## src/rtl/onchip_mem_arb_pkg.sv

```systemverilog
// Shared widths, master ids and the request bundle used by the on-chip RAM arbiter.
package onchip_mem_arb_pkg;

  localparam int ADDR_W = 17;
  localparam int DATA_W = 32;
  localparam int BE_W   = DATA_W / 8;

  typedef enum logic {
    M0 = 1'b0,
    M1 = 1'b1
  } master_id_t;

  typedef struct packed {
    logic [ADDR_W-1:0] address;
    logic [BE_W-1:0]   byteenable;
    logic              read;
    logic              write;
    logic [DATA_W-1:0] writedata;
  } mem_req_t;

endpackage

```

## src/rtl/onchip_mem_rr_arbiter_rr_arb2.sv

```systemverilog
// Two-way round-robin grant; the master that was not granted last wins a contention.
module rr_arb2
  import onchip_mem_arb_pkg::*;
(
  input  logic       clk,
  input  logic       reset,
  input  logic [1:0] req,
  output logic [1:0] grant
);

  master_id_t last_grant;

  always_comb begin
    grant = 2'b00;
    if (!reset) begin
      if (req[0] && req[1]) grant = (last_grant == M0) ? 2'b10 : 2'b01;
      else                  grant = req;
    end
  end

  // Holds when idle so the next contention still favours the other master.
  always_ff @(posedge clk or posedge reset) begin
    if (reset)         last_grant <= M1;
    else if (grant[1]) last_grant <= M1;
    else if (grant[0]) last_grant <= M0;
  end

endmodule

```

## src/rtl/onchip_mem_rr_arbiter.sv

```systemverilog
// Shares one single-port RAM between two Avalon-MM masters with round-robin grant
// and fixed one-cycle read latency routed back to the issuing master.
module onchip_mem_rr_arbiter #(
  parameter int ADDR_W = 17,
  parameter int DATA_W = 32,
  parameter int BE_W   = 4
) (
  input  logic              clk,
  input  logic              reset,
  input  logic [ADDR_W-1:0] m0_address,
  input  logic [BE_W-1:0]   m0_byteenable,
  input  logic              m0_read,
  input  logic              m0_write,
  input  logic [DATA_W-1:0] m0_writedata,
  output logic              m0_waitrequest,
  output logic [DATA_W-1:0] m0_readdata,
  output logic              m0_readdatavalid,
  input  logic [ADDR_W-1:0] m1_address,
  input  logic [BE_W-1:0]   m1_byteenable,
  input  logic              m1_read,
  input  logic              m1_write,
  input  logic [DATA_W-1:0] m1_writedata,
  output logic              m1_waitrequest,
  output logic [DATA_W-1:0] m1_readdata,
  output logic              m1_readdatavalid,
  output logic [ADDR_W-1:0] mem_address,
  output logic [BE_W-1:0]   mem_byteenable,
  output logic              mem_chipselect,
  output logic              mem_write,
  output logic [DATA_W-1:0] mem_writedata,
  input  logic [DATA_W-1:0] mem_readdata,
  output logic              protocol_err
);

  import onchip_mem_arb_pkg::*;

  mem_req_t   req0_s, req1_s, sel_s;
  logic [1:0] req, grant;
  logic       rd_acc;
  logic       rd_pend_p1;
  master_id_t rd_id_p1;

  assign req0_s = '{address: m0_address, byteenable: m0_byteenable, read: m0_read,
                    write: m0_write, writedata: m0_writedata};
  assign req1_s = '{address: m1_address, byteenable: m1_byteenable, read: m1_read,
                    write: m1_write, writedata: m1_writedata};
  assign req    = {m1_read | m1_write, m0_read | m0_write};

  rr_arb2 u_arb (
    .clk   (clk),
    .reset (reset),
    .req   (req),
    .grant (grant)
  );

  assign m0_waitrequest = req[0] & ~grant[0];
  assign m1_waitrequest = req[1] & ~grant[1];

  // With no grant the m0 fields sit on the bus, harmless while chipselect is low.
  assign sel_s          = grant[1] ? req1_s : req0_s;
  assign mem_address    = sel_s.address;
  assign mem_byteenable = sel_s.byteenable;
  assign mem_writedata  = sel_s.writedata;
  assign mem_chipselect = |grant;
  assign mem_write      = (|grant) & sel_s.write;

  // Read together with write is executed as a write, so it never returns data.
  assign rd_acc = (|grant) & sel_s.read & ~sel_s.write;

  // Stage p0 -> p1: remember who issued the read whose data arrives next cycle
  always_ff @(posedge clk or posedge reset) begin
    if (reset) begin
      rd_pend_p1   <= 1'b0;
      protocol_err <= 1'b0;
    end else begin
      rd_pend_p1   <= rd_acc;
      protocol_err <= protocol_err | (m0_read & m0_write) | (m1_read & m1_write);
    end
  end

  always_ff @(posedge clk) begin
    if (rd_acc) rd_id_p1 <= grant[1] ? M1 : M0;
  end

  assign m0_readdatavalid = rd_pend_p1 & (rd_id_p1 == M0);
  assign m1_readdatavalid = rd_pend_p1 & (rd_id_p1 == M1);
  assign m0_readdata      = mem_readdata;
  assign m1_readdata      = mem_readdata;

endmodule

```

## config.mk

```make
export PLATFORM = sky130hd
export DESIGN_NAME = onchip_mem_rr_arbiter
export DESIGN_NICKNAME = d
export VERILOG_FILES = /design/src/rtl/onchip_mem_arb_pkg.sv /design/src/rtl/onchip_mem_rr_arbiter_rr_arb2.sv /design/src/rtl/onchip_mem_rr_arbiter.sv
export SDC_FILE = /design/constraint.sdc
export NUM_CORES = 1
export LEC_CHECK = 0
export ABC_AREA = 0
export BUFFER_PORTS_ARGS = -buffer_cell sky130_fd_sc_hd__buf_2
export CAP_MARGIN = 20
export CORE_AREA = 2 2 105 107
export CTS_BUF_LIST = sky130_fd_sc_hd__clkbuf_2
export DETAILED_ROUTE_END_ITERATION = 10
export DIE_AREA = 0 0 107 109
export GPL_ROUTABILITY_DRIVEN = 0
export PLACE_DENSITY_LB_ADDON = 0.08
export SLEW_MARGIN = 20
export SYNTH_ARGS = -nofsm -noshare
export SYNTH_HDL_FRONTEND = slang
export SYNTH_HIERARCHICAL = 1
export SYNTH_SLANG_ARGS = --single-unit
```

## constraint.sdc

```tcl
create_clock -name clk -period 1.8 [get_ports clk]
set_input_delay 0.09 -clock clk [delete_from_list [all_inputs] [get_ports clk]]
set_output_delay 0.09 -clock clk [all_outputs]
set_load 0.02 [all_outputs]
```

==> results by group, run 1 <==
STA
  – Number of endpoints failing setup at the final stage: 0
  – Setup WS post-layout: slightly above 0.08 ns
  – Transition time at the pin with the least slew margin: roughly 0.27 ns
  – Number of max-slew violations in the final report: 0
  – Fin crit period: ~1.7 ns
  – Hold Vio Cnt, Final: 0
  – Hold slack: 0.140 ns
  – Final worst-path cycle share: a little over nine tenths
  – Total negative setup slack: 0 ns
  – Fmax: roughly 580 MHz
  – Clock Skews: ~0.0033 ns
  – Max-Slew Margin vs Limit: approximately 82%
  – RSZ-0062 raised after global routing: no

Logic synthesis
  – Adder-cell share of the synthesized area: 0%
  – Synth Net Count: 294
  – EDFF count, synth: 1
  – Complex-gate fraction of the synthesized area: around 3.1%
  – Count of mapped cells out of synthesis: 150
  – Simple-Gate Fraction of Synth Area: ~5.4%
  – Cell types with the largest area share after synthesis: mux2_2, buf_4, mux2_4
  – Most instantiated library cell after synthesis: buf_4
  – Count of synthesis-stage warnings from yosys: 6
  – Sequential share of the synthesized area: 7.64%
  – Main combinational cell family by area after synthesis: multiplexers
  – Library cell with the largest summed area after synthesis: mux2_2
  – Most common flop cell mapped by yosys: dfrtp_1
  – Post-synthesis register bit count: 4
  – Yosys top cell area share: between 30% and 40%
  – Share of the synthesized netlist area taken by xor and xnor gates: 0%
  – Post-synthesis instance area: ~1400 um2
  – Top cells by count, synth: buf_4, mux2_2, buf_2, mux2_4, nand2_1
  – Fraction of synthesized area in multiplexers: ~45%
  – Async set or reset register ratio after synthesis: between 70% and 80%
  – Mean post-synth cell area: ~9.3 um2
  – Distinct cells, synth: 22

Pwr
  – Switching part of the total: 44.2%
  – Power per cell area: 440 nW/um2
  – Net Switching: approximately 400 uW
  – Clock power frac: between 10% and 20%
  – Maximum vdd drop: around 0.15 mV
  – Power share of the sequential group: between 10% and 20%
  – Leak Pwr: roughly 0.0011 uW
  – Total internal power: between 500 and 600 uW
  – Combinational cell fraction of total power: about three quarters

Routing
  – Vias/cell: 3.52
  – Drt first-iter violations: 29
  – Wire length per cell: about 14 um
  – Total vias in the final route: 1,417
  – Number of routed nets with antenna violations: 0
  – Post-detailed-route DRC marker count: 0
  – DR pass1 iterations: 4
  – Total detailed-routing wirelength: roughly 5.5 mm

Placement
  – Setup Slack @ Placement: approximately 0.062 ns
  – Number of input and output port buffers inserted: 171
  – Cell Count Post-Placement: around 390
  – HPWL Detailed: around 4.6 mm
  – Post-detailed-placement cell area: 1960 um2

Die
  – Vert. Die Dim: 109 um
  – Standard-cell rows: 38
  – Number of placed I/O pins: ~270
  – Placeable core region: roughly 11,000 um2
  – Starting density of the core: 13.1%
  – Die width: about 110 um
  – DIE AREA: between 10,000 and 15,000 um2

Clock tree
  – Clock tree from TritonCTS: yes
  – Clock buffer count from CTS: 3
  – Clock Sinks: 4
  – Clock transition at the registers of the reported paths: about 0.060 ns
  – Clock network latency to the later pin of the worst-skew pair: about 0.21 ns
  – Number of buffers on the longest clock path: 2
  – Clock H-tree levels: 1
  – Clk root buf: clkbuf_2

Layout
  – Final Non-Filler Cells: roughly 400
  – Total inserted antenna cells: 0
  – Fraction of layout instances using a drive strength above 1: roughly nine tenths
  – Cell area after layout: 2060 um2
  – Fin nets: a little over 400
  – Area Growth Syn to Fin: 47.6%

Worst setup path
  – Critical path launch point type: register
  – Cell type of the slowest stage on the worst timing path: dfstp_2
  – Worst stage delay on the critical path: 0.57 ns
  – WS Path Type: register to output pin
  – Worst path cell trace: a21oi_4 -> buf_12 -> clkbuf_16 -> mux2_2 -> buf_2
  – Data required time at the worst endpoint: between 1.5 and 2 ns
  – Data arrival, critical path: about 1.6 ns
  – Highest net fanout along the worst path: 19
  – Crit path capture type: output pin

Global route
  – Overall track demand over capacity in global routing: under 10%
  – Wire length of the first global-routing pass: roughly 7 mm
  – Number of global-route vias before repair: between 1,000 and 1,500
  – Maximum number of pins on one net before global-route repair: 40
  – Number of antenna violations at the first check in global routing: 0
  – Remaining global-route overflow: 0

Worst hold path
  – Hold crit path type: primary input to register

Status
  – Run status: complete, no violations

Job
  – Max_cap viols: 0
placed cells by master (no fill, tap or decap), types with 2 or more instances in the layout:
| cell type | instances |
|---|---|
| nor2b_1 | 3 |
| buf_12 | 3 |
| buf_4 | 2 |
| mux2_4 | 4 |
| mux2_2 | 49 |
| clkbuf_2 | 4 |
| or2_2 | 2 |
| nand2_1 | 4 |
| clkbuf_16 | 2 |
| buf_2 | 171 |
| inv_1 | 3 |
| dfrtp_1 | 2 |
per-layer routing:
| layer | vias to the layer above | track usage [%] | wire length, um |
|---|---|---|---|
| met5 | - | 0 | 0 |
| met1 | 629 | 8.86 | 2170 |
| met3 | 8 | 2.75 | 573 |
| met2 | 112 | 13.6 | 2760 |
| li1 | 668 | - | - |
| met4 | 0 | 1.86 | 39 |
stage by stage:
step	util [%]	total power, uW
CTS	18.7	887
floorplan	-	704
global placement	18.4	780
finish	19.4	905
global route	19.4	969
detailed placement	18.4	774
kinds of logic after synthesis:
family | after synthesis
multiplexers | 54
buffers and inverters | 74
AO/OA/AOI/OAI | 5
flip-flops | 4
AND/OR/NAND/NOR | 13
worst max-delay path, delay by kind of cell, from the launching register on:
family | cells | cell delay (ns)
flip-flops | 1 | 0.57
buffers and inverters | 3 | 0.49
multiplexers | 1 | 0.28
AO/OA/AOI/OAI | 1 | 0.07
state kept, by name, summed over array words and instances (netlist names):
name and flops:
protocol_err 1, rd_pend_p1 1, rd_id_p1 1, u_arb/last_grant 1
power groups by stage:
stage               Sequential [uW]  Combinational, uW  Clock (uW)
global placement                109                671           0
CTS                             107                670         111
finish                          107                695         102
floorplan                       106                598           0
detailed placement              108                665           0
global route                    108                744         117
layout make-up:
cell class              instances  area (um2)
inverters                       3        11.3
well taps                     140         175
multi-input cells              72         752
repair buffers                179         991
flip-flops and latches          4         106
clock buffers                   4        20.0
fillers                      1194        8550
worst paths after layout:
kind | startpoint | to | slack (ns) | cells past startpoint
setup / recovery | u_arb/last_grant$_DFFE_PP1P_ | mem_byteenable[2] | 0.08 | 5
hold / removal | m1_write | rd_pend_p1$_DFF_PP0_ | 0.14 | 2
setup reg to reg | u_arb/last_grant$_DFFE_PP1P_ | rd_id_p1$_DFFE_PP_ | 0.23 | 4
hold reg to reg | protocol_err$_DFF_PP0_ | protocol_err$_DFF_PP0_ | 0.49 | 1
max in group asynchronous | reset | u_arb/last_grant$_DFFE_PP1P_ | 1.28 | 3
min in group asynchronous | reset | protocol_err$_DFF_PP0_ | 0.35 | 3
repair_timing:
| action | 4_1_cts | 5_1_grt |
|---|---|---|
| resized for setup | 0 | 1 |
| endpoints found under the hold margin | 3 | 0 |
| buffers inserted | 0 | 1 |
| setup endpoints to repair | 0 | 10 |
| hold buffers | 1 | 0 |
(Power assumes the default switching activity.)
==> inputs of run 2 (changes only) <==
RECOVER_POWER = 50   (was unset)
==> run 2 against run 1 <==
Count of clock-buffer cells in the layout did not move. Cell area barely moved. Core utilization barely moved. Maximum frequency did not move. Critical endpoint unchanged. Largest cell class unchanged. Highest routed layer unchanged.
==> results by group, run 2 (same netlist as run 1, synthesis figures left out) <==
Die
  – Vert. Die Dim: 109 um (unchanged)
  – Starting density of the core: 13.1% (unchanged)
  – DIE AREA: 11,700 um2 (unchanged)
  – Placeable core region: 10,600 um2 (unchanged)
  – Number of placed I/O pins: 268 (unchanged)
  – Die width: 107 um (unchanged)
  – Standard-cell rows: 38 (unchanged)

Layout
  – Final Non-Filler Cells: 402 (unchanged)
  – Most frequent cells in the layout: buf_2, mux2_2, mux2_4, nand2_1, clkbuf_2 (unchanged)
  – Total inserted antenna cells: 0 (unchanged)
  – Fillers: 1,192 (was 1,194)
  – Area Growth Syn to Fin: 47.5% (was 47.6%)
  – Cell area after layout: 2050 um2 (was 2060 um2)
  – Fin nets: 407 (unchanged)
  – Most common cell after layout, fill and taps aside: buf_2 (unchanged)
  – Fraction of layout instances using a drive strength above 1: 91.6% (was 92.0%)

Routing
  – Total detailed-routing wirelength: 5.54 mm (about the same)
  – Wire length per cell: 13.8 um (about the same)
  – Highest routed layer: met4 (unchanged)
  – Number of routed nets with antenna violations: 0 (unchanged)
  – Length of routed wiring on met1: 2.16 mm (was 2.17 mm)
  – Met2 WL: 2.76 mm (unchanged)
  – Total vias in the final route: 1,417 (unchanged)
  – Vias/cell: 3.52 (unchanged)
  – Post-detailed-route DRC marker count: 0 (unchanged)
  – DR pass1 iterations: 4 (unchanged)
  – Met3 WL post-DR: 572 um (was 573 um)
  – Drt first-iter violations: 31 (was 29)

Clock tree
  – Clock tree from TritonCTS: yes (unchanged)
  – Clock transition at the registers of the reported paths: 0.06 ns (about the same)
  – Clock buffer count from CTS: 3 (unchanged)
  – Clock Sinks: 4 (unchanged)
  – Number of buffers on the longest clock path: 2 (unchanged)
  – Clock H-tree levels: 1 (unchanged)
  – Clock network latency to the later pin of the worst-skew pair: 0.21 ns (about the same)
  – Clk root buf: clkbuf_2 (unchanged)

STA
  – Number of max-slew violations in the final report: 0 (unchanged)
  – Fin crit period: 1.72 ns (unchanged)
  – Number of endpoints failing setup at the final stage: 0 (unchanged)
  – Fmax: 582 MHz (unchanged)
  – Clock Skews: 0.00331 ns (unchanged)
  – Transition time at the pin with the least slew margin: 0.269 ns (unchanged)
  – Final worst-path cycle share: 95.4% (unchanged)
  – Total negative setup slack: 0 ns (unchanged)
  – Hold slack: 0.140 ns (unchanged)
  – Hold Vio Cnt, Final: 0 (unchanged)
  – Max-Slew Margin vs Limit: 82.1% (unchanged)
  – RSZ-0062 raised after global routing: no (unchanged)

Worst setup path
  – Highest net fanout along the worst path: 19 (unchanged)
  – Data required time at the worst endpoint: 1.71 ns (about the same)
  – Critical path launch point type: register (unchanged)
  – WS Path Type: register to output pin (unchanged)
  – Data arrival, critical path: 1.63 ns (about the same)
  – Crit path capture type: output pin (unchanged)

Global route
  – Number of antenna violations at the first check in global routing: 0 (unchanged)
  – Wire length of the first global-routing pass: 7.15 mm (unchanged)
  – Overall track demand over capacity in global routing: 7.69% (unchanged)
  – Number of global-route vias before repair: 1,421 (unchanged)
  – Remaining global-route overflow: 0 (unchanged)
  – Maximum number of pins on one net before global-route repair: 40 (unchanged)

Pwr
  – Leak Pwr: 0.00107 uW (about the same)
  – Overall power consumption: 904 uW (was 905 uW)
  – Power per cell area: 440 nW/um2 (about the same)
  – Maximum vdd drop: 0.151 mV (about the same)

Worst hold path
  – Hold crit path type: primary input to register (unchanged)

Status
  – Run status: complete, no violations (unchanged)

Job
  – Max_cap viols: 0 (unchanged)

Placement
  – HPWL Detailed: 4.64 mm (unchanged)
  – Cell Count Post-Placement: 394 (unchanged)
  – Number of input and output port buffers inserted: 171 (unchanged)
  – Post-detailed-placement cell area: 1960 um2 (unchanged)
run 2: where the power goes:
| group | switching (uW) | internal (uW) | total (uW) |
|---|---|---|---|
| clock network | 43.6 | 58.8 | 102 |
| logic | 351 | 344 | 695 |
| registers | 5.44 | 102 | 107 |
| total | 400 | 504 | 904 |
run 2: worst paths after layout:
check	cells after the start	end	slack, ns	startpoint
setup / recovery	5	mem_byteenable[2]	0.08	u_arb/last_grant$_DFFE_PP1P_
min in group asynchronous	3	protocol_err$_DFF_PP0_	0.37	reset
max in group asynchronous	3	u_arb/last_grant$_DFFE_PP1P_	1.27	reset
hold reg to reg	1	protocol_err$_DFF_PP0_	0.49	protocol_err$_DFF_PP0_
hold / removal	2	rd_pend_p1$_DFF_PP0_	0.14	m1_write
setup reg to reg	4	rd_id_p1$_DFFE_PP_	0.23	u_arb/last_grant$_DFFE_PP1P_
run 2: repair_timing:
item,in CTS,in global routing
hold endpoints to repair,3,0
setup buffers,0,1
resized for setup,0,1
endpoints found under the setup margin,0,10
hold buffers,1,0
run 2: worst max-delay path, stage by stage (launching register included):
cell,delay [ns]
dfstp_2,0.57
a21oi_4,0.07
buf_12,0.14
clkbuf_16,0.19
mux2_2,0.28
buf_2,0.16
run 2: cell type report:
class | instances | area [um2] | share of cell area [%]
Timing Repair Buffer | 179 | 990 | 48.2
Multi-Input combinational cell | 72 | 752 | 36.6
Tap cell | 140 | 175 | 8.53
Sequential cell | 4 | 106 | 5.18
Clock buffer | 4 | 20.0 | 0.974
Inverter | 3 | 11.3 | 0.548
run 2: metal layers:
| layer | vias up | track usage, % |
|---|---|---|
| met5 | - | 0 |
| met4 | 0 | 1.86 |
| met3 | 8 | 2.75 |
| met2 | 112 | 13.6 |
| met1 | 629 | 8.86 |
| li1 | 668 | - |
run 2: metrics by stage:
stage,worst slack (ns),utilization [%]
final,0.0820,19.4
after global routing,0.00975,19.4
after CTS,0.0457,18.7
after detailed placement,0.0618,18.4
after global placement,0.0708,18.4
after floorplan,0.219,-
